## src/rtl/sdp_ram_reader.sv

```systemverilog
// Read-side controller for a simple dual-port RAM used as FIFO storage.
// Optional build macro SDP_RAM_READER_PARITY_EN adds an even-parity bit on rdata and drives parity_err.
module sdp_ram_reader #(
  parameter int unsigned DATA_WIDTH  = 32,
  parameter int unsigned DEPTH_BASE2 = 4
) (
  input  logic                   clk,
  input  logic                   rst_n,
  input  logic [DEPTH_BASE2:0]   wr_ptr,
  output logic [DEPTH_BASE2:0]   rd_ptr,
  output logic [DEPTH_BASE2-1:0] raddr,
`ifdef SDP_RAM_READER_PARITY_EN
  input  logic [DATA_WIDTH:0]    rdata,
`else
  input  logic [DATA_WIDTH-1:0]  rdata,
`endif
  output logic [DATA_WIDTH-1:0]  dout,
  output logic                   dout_valid,
  input  logic                   dout_ready,
  input  logic                   flush,
  output logic [DEPTH_BASE2:0]   count,
  output logic                   ovf_err,
  output logic                   parity_err
);

  localparam int unsigned PW = DEPTH_BASE2 + 1;
  // Largest legal occupancy: exactly one full RAM.
  localparam logic [PW-1:0] FULL_CNT = {1'b1, {DEPTH_BASE2{1'b0}}};

  logic [PW-1:0]         rd_ptr_q, rd_ptr_d;
  logic [DATA_WIDTH-1:0] dout_q, dout_d;
  logic                  dout_valid_q, dout_valid_d;
  logic                  ovf_q, ovf_d;
  logic                  empty;
  logic                  fetch;
  logic [PW-1:0]         count_c;

  assign empty   = (wr_ptr == rd_ptr_q);
  assign count_c = wr_ptr - rd_ptr_q;
  assign fetch   = !flush && !empty && (!dout_valid_q || dout_ready);

  assign rd_ptr     = rd_ptr_q;
  assign raddr      = rd_ptr_q[DEPTH_BASE2-1:0];
  assign dout       = dout_q;
  assign dout_valid = dout_valid_q;
  assign count      = count_c;
  assign ovf_err    = ovf_q;

  // Next-state: flush beats fetch, fetch beats a plain handshake.
  always_comb begin
    rd_ptr_d     = rd_ptr_q;
    dout_d       = dout_q;
    dout_valid_d = dout_valid_q;
    ovf_d        = ovf_q;
    if (flush) begin
      rd_ptr_d     = wr_ptr;
      dout_valid_d = 1'b0;
      ovf_d        = 1'b0;
    end else begin
      if (fetch) begin
        dout_d       = rdata[DATA_WIDTH-1:0];
        dout_valid_d = 1'b1;
        rd_ptr_d     = rd_ptr_q + PW'(1);
      end else if (dout_valid_q && dout_ready) begin
        dout_valid_d = 1'b0;
      end
      if (count_c > FULL_CNT) begin
        ovf_d = 1'b1;
      end
    end
  end

  always_ff @(posedge clk or negedge rst_n) begin
    if (!rst_n) begin
      rd_ptr_q     <= '0;
      dout_q       <= '0;
      dout_valid_q <= 1'b0;
      ovf_q        <= 1'b0;
    end else begin
      rd_ptr_q     <= rd_ptr_d;
      dout_q       <= dout_d;
      dout_valid_q <= dout_valid_d;
      ovf_q        <= ovf_d;
    end
  end

`ifdef SDP_RAM_READER_PARITY_EN
  logic par_q, par_d;

  // Parity flag travels with the word held in dout.
  always_comb begin
    par_d = par_q;
    if (flush) begin
      par_d = 1'b0;
    end else if (fetch) begin
      par_d = (^rdata[DATA_WIDTH-1:0]) != rdata[DATA_WIDTH];
    end else if (dout_valid_q && dout_ready) begin
      par_d = 1'b0;
    end
  end

  always_ff @(posedge clk or negedge rst_n) begin
    if (!rst_n) begin
      par_q <= 1'b0;
    end else begin
      par_q <= par_d;
    end
  end

  assign parity_err = par_q;
`else
  assign parity_err = 1'b0;
`endif

endmodule

```

## config.mk

```make
export PLATFORM = sky130hd
export DESIGN_NAME = sdp_ram_reader
export DESIGN_NICKNAME = d
export VERILOG_FILES = /design/src/rtl/sdp_ram_reader.sv
export SDC_FILE = /design/constraint.sdc
export NUM_CORES = 1
export LEC_CHECK = 0
export CAP_MARGIN = 20
export CORE_MARGIN = 2
export CORE_UTILIZATION = 26
export DETAILED_ROUTE_END_ITERATION = 10
export MAX_ROUTING_LAYER = met4
export PLACE_DENSITY_LB_ADDON = 0.3
export SYNTH_ARGS = -nofsm -noshare
export SYNTH_HDL_FRONTEND = slang
export SYNTH_SLANG_ARGS = --single-unit
```

## constraint.sdc

```tcl
create_clock -name clk -period 2.7 [get_ports clk]
set_input_delay 0.54 -clock clk [delete_from_list [all_inputs] [get_ports clk]]
set_output_delay 0.54 -clock clk [all_outputs]
set_load 0.005 [all_outputs]
```

---- Yosys cells after proc, flatten, opt, wreduce, memory -nomap -nowiden ----
Index checks and enable logic that the tools add are counted.
word-level totals
  bits in registers ....................... 39
  bits of input ports ..................... 41
  output and inout bits ................... 49
  word-level logic and storage cells ...... 27
operators by class
  add/subtract/negate cells ............... 2
  magnitude comparators ................... 1
  eq/ne operators ......................... 1
  multiplexer cells ....................... 7
  bitwise logic cells ..................... 1
  reductions and logical operators ........ 11
operator list
  operator                                                        count
  5-bit 2-to-1 mux                                                2
  5-bit by 1-bit adder with 5-bit output (second input constant)  1
  5-bit == test                                                   1
  5-bit greater-than comparator (second input constant)           1
  1-bit 2-to-1 mux                                                5
  5-bit subtractor                                                1
  2-bit nonzero test                                              2
  1-bit logical AND                                               3
  1-bit logical NOT                                               3
  3-bit nonzero test                                              1
  2-bit AND reduction                                             1
  1-bit logical OR                                                1
  1-bit inverter                                                  1

---- Depth between registers and ports, before layout ----
  depth after elaboration ................. 6
  depth in mapped cells ................... 8
  gate-level depth less buffers ........... 8

---- Worst setup path after synthesis ----
No wires, ideal clock.
  path type ............................... input port to output port
  start ................................... input wr_ptr[0]
  end ..................................... output count[4]
  arrival ................................. 1.694 ns
  data required time ...................... 2.160 ns
  setup slack ............................. 0.466 ns
  stages on the path ...................... 7
  buffers on the path ..................... 0
  path through ............................ inv_1 -> ha_1 -> inv_1 -> fa_1 -> a21o_1 -> a21oi_1 -> xor2_1
between the ends
  cells in the longest elaborated chain, start to end .. 1
ends and longest elaborated chain
  what                RTL line  text
  start: declaration  9         input logic [DEPTH_BASE2:0] wr_ptr,
  5-bit subtractor    39        assign count_c = wr_ptr - rd_ptr_q;
  end: declaration    21        output logic [DEPTH_BASE2:0] count,
Every way passes these cells.

---- Worst setup path after layout ----
Same ends and word-level chain as after synthesis.

==> qor.yml <==
vdd_drop_max_mv: 0.267
viasPerCell: 4.39
overflow: 0
wl_um: 4270
synth_edf_count: 0
vias: 1365
max_cap_viol_count: 0
p_switching_uw: 490
p_leak_nw: 1.25
drt_pass1_iterations: 4
power_mw: 1.85
die_h_um: 86.9
p_seq_share_pct: 39.5
timing.final.ws_setup_ns: 0.160
fill_cells: 658
grt_pass1_vias: 1401
worstHoldPathType: "in -> async"
syn_nets: 178
clkLatencyLatePin_ns: 0.29
clk_pin_slew_worst_paths_ns: 0.09
ys_top_cells_by_count: "dfrtp_1 (39), mux2_2 (24), mux2_1 (8), inv_1 (7), nand2_1 (6)"
core_area_um2: 6720
synth-main-ff-cell: "dfrtp_1"
numCtsBuffers: 5
dp_slack_ns: -0.541
cts.sinks: 39
grt_max_degree: 40
antenna_found_initial: 0
ys_seq_area_share_pct: 54.6
grt_pass1_wl_um: 6550
wl_per_cell_um: 13.7
drive_gt1_share_pct: 24.7
placed_cells: 303
swShare_pct: 26.4
critPathKind: "in -> out"
timing.fmax_mhz: 394
dp_hpwl_um: 3080
ys_ff_latch: 39
core.rowCount: 30
intPower_mw: 1.36
multiInputGateArea_um2: 739
yosysUniqueCellTypes: 28
yosysTopAreaCell: "dfrtp_1"
maxSlewHeadroom_pct: 39.5
fin_cells: 311
cts_tree: "yes"
clockPowerShare_pct: 26.9
drc: 0
antenna_cells: 0
status: "finished, final reports clean"
yosysMostFrequentCell: "dfrtp_1"
cts_root_buf: "clkbuf_8"
end_kind: "output port"
syn_area_um2: 1790
arrival_ns: 2.00
tightest_slew_ns: 0.907
synth_area_leaders: "dfrtp_1 (55%), mux2_2 (15%), mux2_1 (5.0%), ha_1 (3.5%), buf_4 (2.1%)"
yosys_warnings: 0
gp_congestion: 0.793
comb_power_share_pct: 33.6
ctsHtreeMaxLevel: 2
grt.total_usage_pct: 11.5
finalSetupViolCount: 0
hold_buffers: 0
worst-path-max-fanout: 2
syn-instance-count: 131
grt_setup_unrepaired: "no"
ff_latch_area_um2: 976
slew_viol_final: 0
ant_nets: 0
dr.first_iter.drc_count: 31
syn_area_per_cell_um2: 13.6
clockBufferDepth: 2
dieArea_um2: 7560
ys_async_sr_fraction_pct: 100
ioPinCount: 90
skew_ns: 0.00652
syn_to_final_growth_pct: 63.7
critPathLaunchType: "input port"
finalCriticalPeriod_ns: 2.54
die_w_um: 86.9
yosysTopAreaCellShare_pct: 54.6
fin_nets: 277
port_buffers: 88
cp.required_ns: 2.16
power_per_cell_area_nw_per_um2: 633
timing.final.crit_share_pct: 94.1
hold_violations: 0
start_util_pct: 26.6
-- critical path: stages --
cell	delay, ns
dlymetal6s2s_1	0.13
inv_1	0.07
ha_2	0.18
inv_1	0.06
fa_2	0.36
a21o_1	0.17
a21oi_2	0.15
xor2_1	0.19
buf_2	0.14
-- state kept, by name, indices dropped and copies added, names as in the netlist --
signal and cells:
dout 32, rd_ptr 5, ovf_err 1, dout_valid 1
-- through the flow --
step	hold WS, ns	instance area (um^2)	utilization, %	setup TNS [ns]
4_1_cts	0.410	2900	43.2	-0.0795
3_3_place_gp	0.467	2790	41.5	-9.08
5_1_grt	0.444	2930	43.6	0
3_5_place_dp	0.476	2790	41.5	-9.98
2_1_floorplan	0.244	1790	-	0
6_report	0.368	2930	43.6	0
-- final timing paths --
check | from | to | slack (ns) | depth (start not counted)
setup / recovery | wr_ptr[0] | count[4] | 0.16 | 9
hold / removal | rst_n | dout[13] | 0.37 | 1
setup reg to reg | rd_ptr[2] | dout[25] | 0.34 | 7
hold reg to reg | dout[30] | dout[30] | 0.49 | 1
max in group asynchronous | rst_n | dout[23] | 1.76 | 1
min in group clk | dout[30] | dout[30] | 0.49 | 1
-- routing by layer --
layer  routed length (um)  part of all wire (%)  vias up  global-route usage, %
met2                 1920                    45       66                   17.8
met5                    0                     0        -                      -
met4                   52                   1.2        0                   3.41
met1                 1880                    44      644                   14.1
li1                     -                     -      648                      -
met3                  426                    10        7                   4.27
-- placed cells by master, fill, tap and decap left out, types with 2 or more instances in the layout --
master and n:
a21oi_1 2, buf_2 2, buf_4 13, clkbuf_8 5, clkdlybuf4s50_1 80, dfrtp_1 39, dlygate4sd2_1 3, dlymetal6s2s_1 3
ha_1 3, inv_1 7, mux2_1 8, mux2_2 24, nand2_1 6, nand3_1 4, o211ai_1 3, o21ai_0 3
or4_1 3, xor2_1 3, xor2_2 2
-- layout make-up --
| type | instances | share of cell area, % |
|---|---|---|
| inverter | 7 | 0.898 |
| clock inverter | 3 | 1.50 |
| sequential | 39 | 33.3 |
| timing repair buffer | 101 | 33.2 |
| clock buffer | 5 | 2.35 |
| tap | 80 | 3.42 |
| multi-input combinational | 76 | 25.3 |
-- power by group through the flow --
| stage | Clock [mW] | Combinational (mW) | Sequential (mW) |
|---|---|---|---|
| CTS | 0.521 | 0.628 | 0.734 |
| finish | 0.498 | 0.622 | 0.733 |
| global route | 0.540 | 0.683 | 0.748 |
| global placement | 0 | 0.636 | 0.742 |
| floorplan | 0 | 0.226 | 0.756 |
| detailed placement | 0 | 0.633 | 0.746 |
-- kinds of logic after synthesis --
logic type      synth area share [%]
simple gates                    5.95
other cells                    0.210
buf+inv                         5.67
xor+xnor                        3.36
flops                           54.6
mux                             20.7
compound gates                  4.90
fa+ha+maj                       4.62
-- what timing repair did --
item / in CTS / in global routing
gates resized for setup: 10 / 5
hold endpoints to repair: 0 / 0
setup endpoints to repair: 4 / 35
buffers inserted: 0 / 0
gates cloned: 0 / 0
pin swaps: 2 / 5
Note: power is estimated with default switching activity, not from simulation.
==> patch 1, RTL diff (config.mk and constraints unchanged) <==
Add a define of `SDP_RAM_READER_PARITY_EN`.
--- a/src/rtl/sdp_ram_reader.sv
+++ b/src/rtl/sdp_ram_reader.sv
@@ -1,5 +1,7 @@
 // Read-side controller for a simple dual-port RAM used as FIFO storage.
 // Optional build macro SDP_RAM_READER_PARITY_EN adds an even-parity bit on rdata and drives parity_err.
+`define SDP_RAM_READER_PARITY_EN
+
 module sdp_ram_reader #(
   parameter int unsigned DATA_WIDTH  = 32,
   parameter int unsigned DEPTH_BASE2 = 4
Ports: changed (resized rdata); port bits go from 90 to 91. No check against the original RTL was run, so the function may have changed too.
==> patch 1 against the original RTL <==
  * Critical path type unchanged
  * Highest routed layer unchanged
  * Critical path depth fell by 3
  * Combinational power grew 30%
  * Largest power group is now combinational cells
  * First-iteration DRC count shrank 32%
  * Total power rose by 6.8%
  * Design area rose by 10%
  * Wire length is 6.0% higher
  * Worst setup slack worse by 0.051 ns
  * Sequential cell count rose by 1
  * Clock skew is 0.0019 ns lower
  * Area after synthesis increased by 15%
  * Hold slack improved by 0.018 ns
  * Largest cell class unchanged
==> patch 1: results (changes against the original RTL) <==
VDD IR-drop max 0.2469 mV (-7.4%); hpwl dp 3442 um (+12%); status complete, no violations; met2 usage 0.1836 (+0.005920); Worst slew margin 0.3839 (-0.01140); Max Clock Skew 0.004584 ns (-0.001939 ns); layout cells sized above 1 0.2231 (-0.02368); Total GRT Usage 0.1172 (+0.002053); largest net degree at the start of global routing 41 (+2.5%); IO buf count 90 (+2.3%); via/cell ratio 4.229 (-3.6%); met3 wire len 292 um (-31%); commonest cells in the netlist dfrtp_1, mux2_2, xnor2_1, inv_1, xor2_1; DP Area 3103 um^2 (+11%); grt met3 use 0.03417 (-0.008480); dpl ws -0.4894 ns (+0.05123 ns); dpl cells 353 (+17%); Placer Congestion 0.7720 (-2.7%); WP data arrival 2.05 ns (+0.05 ns); syn_nets 211 (+19%); WL met2 2168 um (+13%); # nets final 307 (+11%); leak pwr 0.001326 uW (+5.8%); initial drt markers 21 (-32%); vias in the first global route 1630 (+16%); Critical Path Fanout Max 3 (+1); final wirelength 4530 um (+6.0%); Mean Syn Cell Area 12.58 um^2 (-7.8%); post-synth cell types 24 (-14%); Area contributors post-synth dfrtp_1, mux2_2, xnor2_1; first-pass GRT wire length 7776 um (+19%)
patch 1: changes by cell type after synthesis, sizes merged, moves of 2 or more:
cell / unedited run / this run
xor2: 5 / 7
or4: 3 / 0
xnor2: 1 / 31
o211ai: 3 / 0
nand3: 4 / 0
patch 1: layout make-up:
class / instances / area, um^2
clock buffer: 8 / 90.09
sequential: 40 / 1001
fill: 766 / 4467
multi-input combinational: 105 / 987.2
tap: 102 / 127.6
inverter: 8 / 30.03
timing repair buffer: 99 / 984.7
patch 1: cell families (layout without fill, tap and decap cells):
group	after synthesis	count (layout)	share of synthesized area
simple gates	13	13	0.03234
mux	33	33	0.1812
buf+inv	18	115	0.04271
xor+xnor	39	39	0.1733
flops	40	40	0.4881
compound gates	14	14	0.04210
fa+ha+maj	6	6	0.04027
patch 1: where the power goes:
part           switching (uW)  internal, uW
Clock                     198           209
Combinational             277           532
Sequential               61.1           703
patch 1: timing repair:
item                       in CTS  in global routing
setup endpoints to repair       4                  3
pin swaps                       3                  5
resized for setup              10                  5
buffers inserted                0                  1
hold endpoints to repair        0                  0
patch 1: worst paths after layout:
check,startpoint,to,slack [ns],cells past startpoint
max reg2reg,rd_ptr[2]$_DFFE_PN0P_,dout[4]$_DFFE_PN0P_,0.61,8
min reg2reg,dout[11]$_DFFE_PN0P_,dout[11]$_DFFE_PN0P_,0.51,1
min in group clk,wr_ptr[0],rd_ptr[0]$_DFFE_PN0P_,0.50,3
max in group asynchronous,rst_n,dout[31]$_DFFE_PN0P_,1.74,1
max,wr_ptr[2],count[3],0.11,6
min,rst_n,rd_ptr[0]$_DFFE_PN0P_,0.39,1
patch 1: worst max-delay path, stage by stage:
cell and delay, ns:
clkdlybuf4s50_1 0.45, ha_1 0.32, buf_4 0.15, a21oi_1 0.16, xnor2_1 0.17, dlygate4sd2_1 0.26
==> patch 2, RTL diff (config.mk and constraints unchanged) <==
Made on the original files. Put a register stage on the output `count`, cleared by the reset. The value now appears one clock later. The other outputs are not delayed to match.
--- a/src/rtl/sdp_ram_reader.sv
+++ b/src/rtl/sdp_ram_reader.sv
@@ -43,7 +43,13 @@
   assign raddr      = rd_ptr_q[DEPTH_BASE2-1:0];
   assign dout       = dout_q;
   assign dout_valid = dout_valid_q;
-  assign count      = count_c;
+  always_ff @(posedge clk or negedge rst_n) begin
+    if (!rst_n) begin
+      count <= '0;
+    end else begin
+      count <= count_c;
+    end
+  end
   assign ovf_err    = ovf_q;
 
   // Next-state: flush beats fetch, fetch beats a plain handshake.
Check against the original RTL: not equivalent (a bounded check fails within 4 cycles, from zero or initial values and one cycle with rst_n low).
==> patch 2 against the original RTL <==
  * Sequential cell count rose by 5
  * Sequential share of layout area rose by 2.8 points
  * Register-to-register slack improved by 0.04 ns
  * Area after synthesis rose by 7.0%
  * Critical path depth fell by 2
  * Via count rose by 3.1%
  * Total power rose by 7.5%
  * Worst setup slack got worse by 0.014 ns
  * Hold slack got worse by 0.34 ns
  * Design area rose by 4.1%
  * Cell count rose by 7.4%
  * Wire length rose by 5.3%
  * Sequential power rose by 16%
==> patch 2: results (changes against the original RTL) <==
status complete, no violations; Top delay family on crit path simple AND/OR/NAND/NOR gates; commonest cells in the netlist dfrtp_1, mux2_2, mux2_1, inv_1, nand2_1; Signal buffers 99 (-2.0%); Post-Route M1 WL 2223 um (+18%); dpl cells 325 (+7.3%); Reg2Reg Setup Slack 0.38 ns (+0.04 ns); hpwl dp 3207 um (+4.2%); max incr delay on CP 0.71 ns (+0.35 ns); initial drt markers 26 (-16%); largest net degree at the start of global routing 42 (+5.0%); final wirelength 4498 um (+5.3%); ClkCell Share 0.03982 (+0.001341); Reg2Reg Depth 6 (-1); VDD IR-drop max 0.2048 mV (-23%); leak pwr 0.001277 uW (+1.9%); Area contributors post-synth dfrtp_1, mux2_2, mux2_1; comb_multi_in 77 (+1.3%); Psw 499.5 uW (+1.9%); Post-CTS Resized 0 (-10); grt met3 use 0.03018 (-0.01248); Critical Path Fanout Max 16 (+14); crit path to dout[17]$_DFFE_PN0P_; first-pass GRT wire length 7182 um (+9.7%); Total GRT Usage 0.1152 (+0.0001331); # nets final 281 (+1.4%); WL met2 1947 um (+1.6%); CTS buffer count 5 (unchanged); vias in the first global route 1376 (-1.8%); Synth async-reset ratio 1.000 (unchanged); Clock power frac 0.267 (-0.002); non-clk buf share 0.3145 (-0.01774); clock sinks 44 (+13%); Placer Congestion 0.7118 (-10%); via/cell ratio 4.213 (-4.0%); syn_nets 183 (+2.8%); Wirelength per Cell 13.47 um (-2.0%); clkbuf count 6 (+1); Seq area share 0.3612 (+0.02777); Slowest-stage cell, CP nor2_2; Max Clock Skew 0.006393 ns (-0.0001307 ns); Pwr Density 653.5 nW/um^2 (+3.2%); Flop pwr share 0.426 (+0.031); layout cells sized above 1 0.2128 (-0.03399); met3 wire len 246 um (-42%); multi-input combinational area share 0.2352 (-0.01745); hold slack 0.02793 ns (-0.3403 ns); Worst-Margin Slew 0.8869 ns (-0.02017 ns); global-route met1 utilization 0.1559 (+0.01504); met2 usage 0.1654 (-0.01225); WP data arrival 2.73 ns (+0.73 ns); Seq/Total Area, Yosys 0.5755 (+0.02970)
patch 2: changes by cell type in the layout (fill, tap and decap cells not counted), moves of 2 or more:
cell,before,now
clkdlybuf4s50_1,80,87
dfrtp_1,39,44
dlygate4sd2_1,3,0
dlymetal6s2s_1,3,0
buf_4,13,11
ha_1,3,5
patch 2: cell families (layout without fill, tap and decap cells):
logic type / after synthesis / count (layout) / share of synthesized area
flip-flops: 44 / 44 / 0.5755
multiplexers: 33 / 33 / 0.1936
other: 1 / 1 / 0.001960
XOR/XNOR: 6 / 6 / 0.03139
adder cells (fa/ha/maj): 6 / 6 / 0.04317
AND/OR/NAND/NOR: 18 / 19 / 0.05559
AO/OA/AOI/OAI: 12 / 12 / 0.04578
buffers and inverters: 16 / 114 / 0.05298
patch 2: stage by stage:
stage	instance area [um^2]	setup TNS (ns)	setup WS (ns)
after floorplan	1913	0	0.6450
after global placement	2920	-5.700	-0.1863
after detailed placement	2920	-6.410	-0.2184
after CTS	3042	0	0.09603
after global routing	3048	0	0.01553
final	3048	0	0.1455
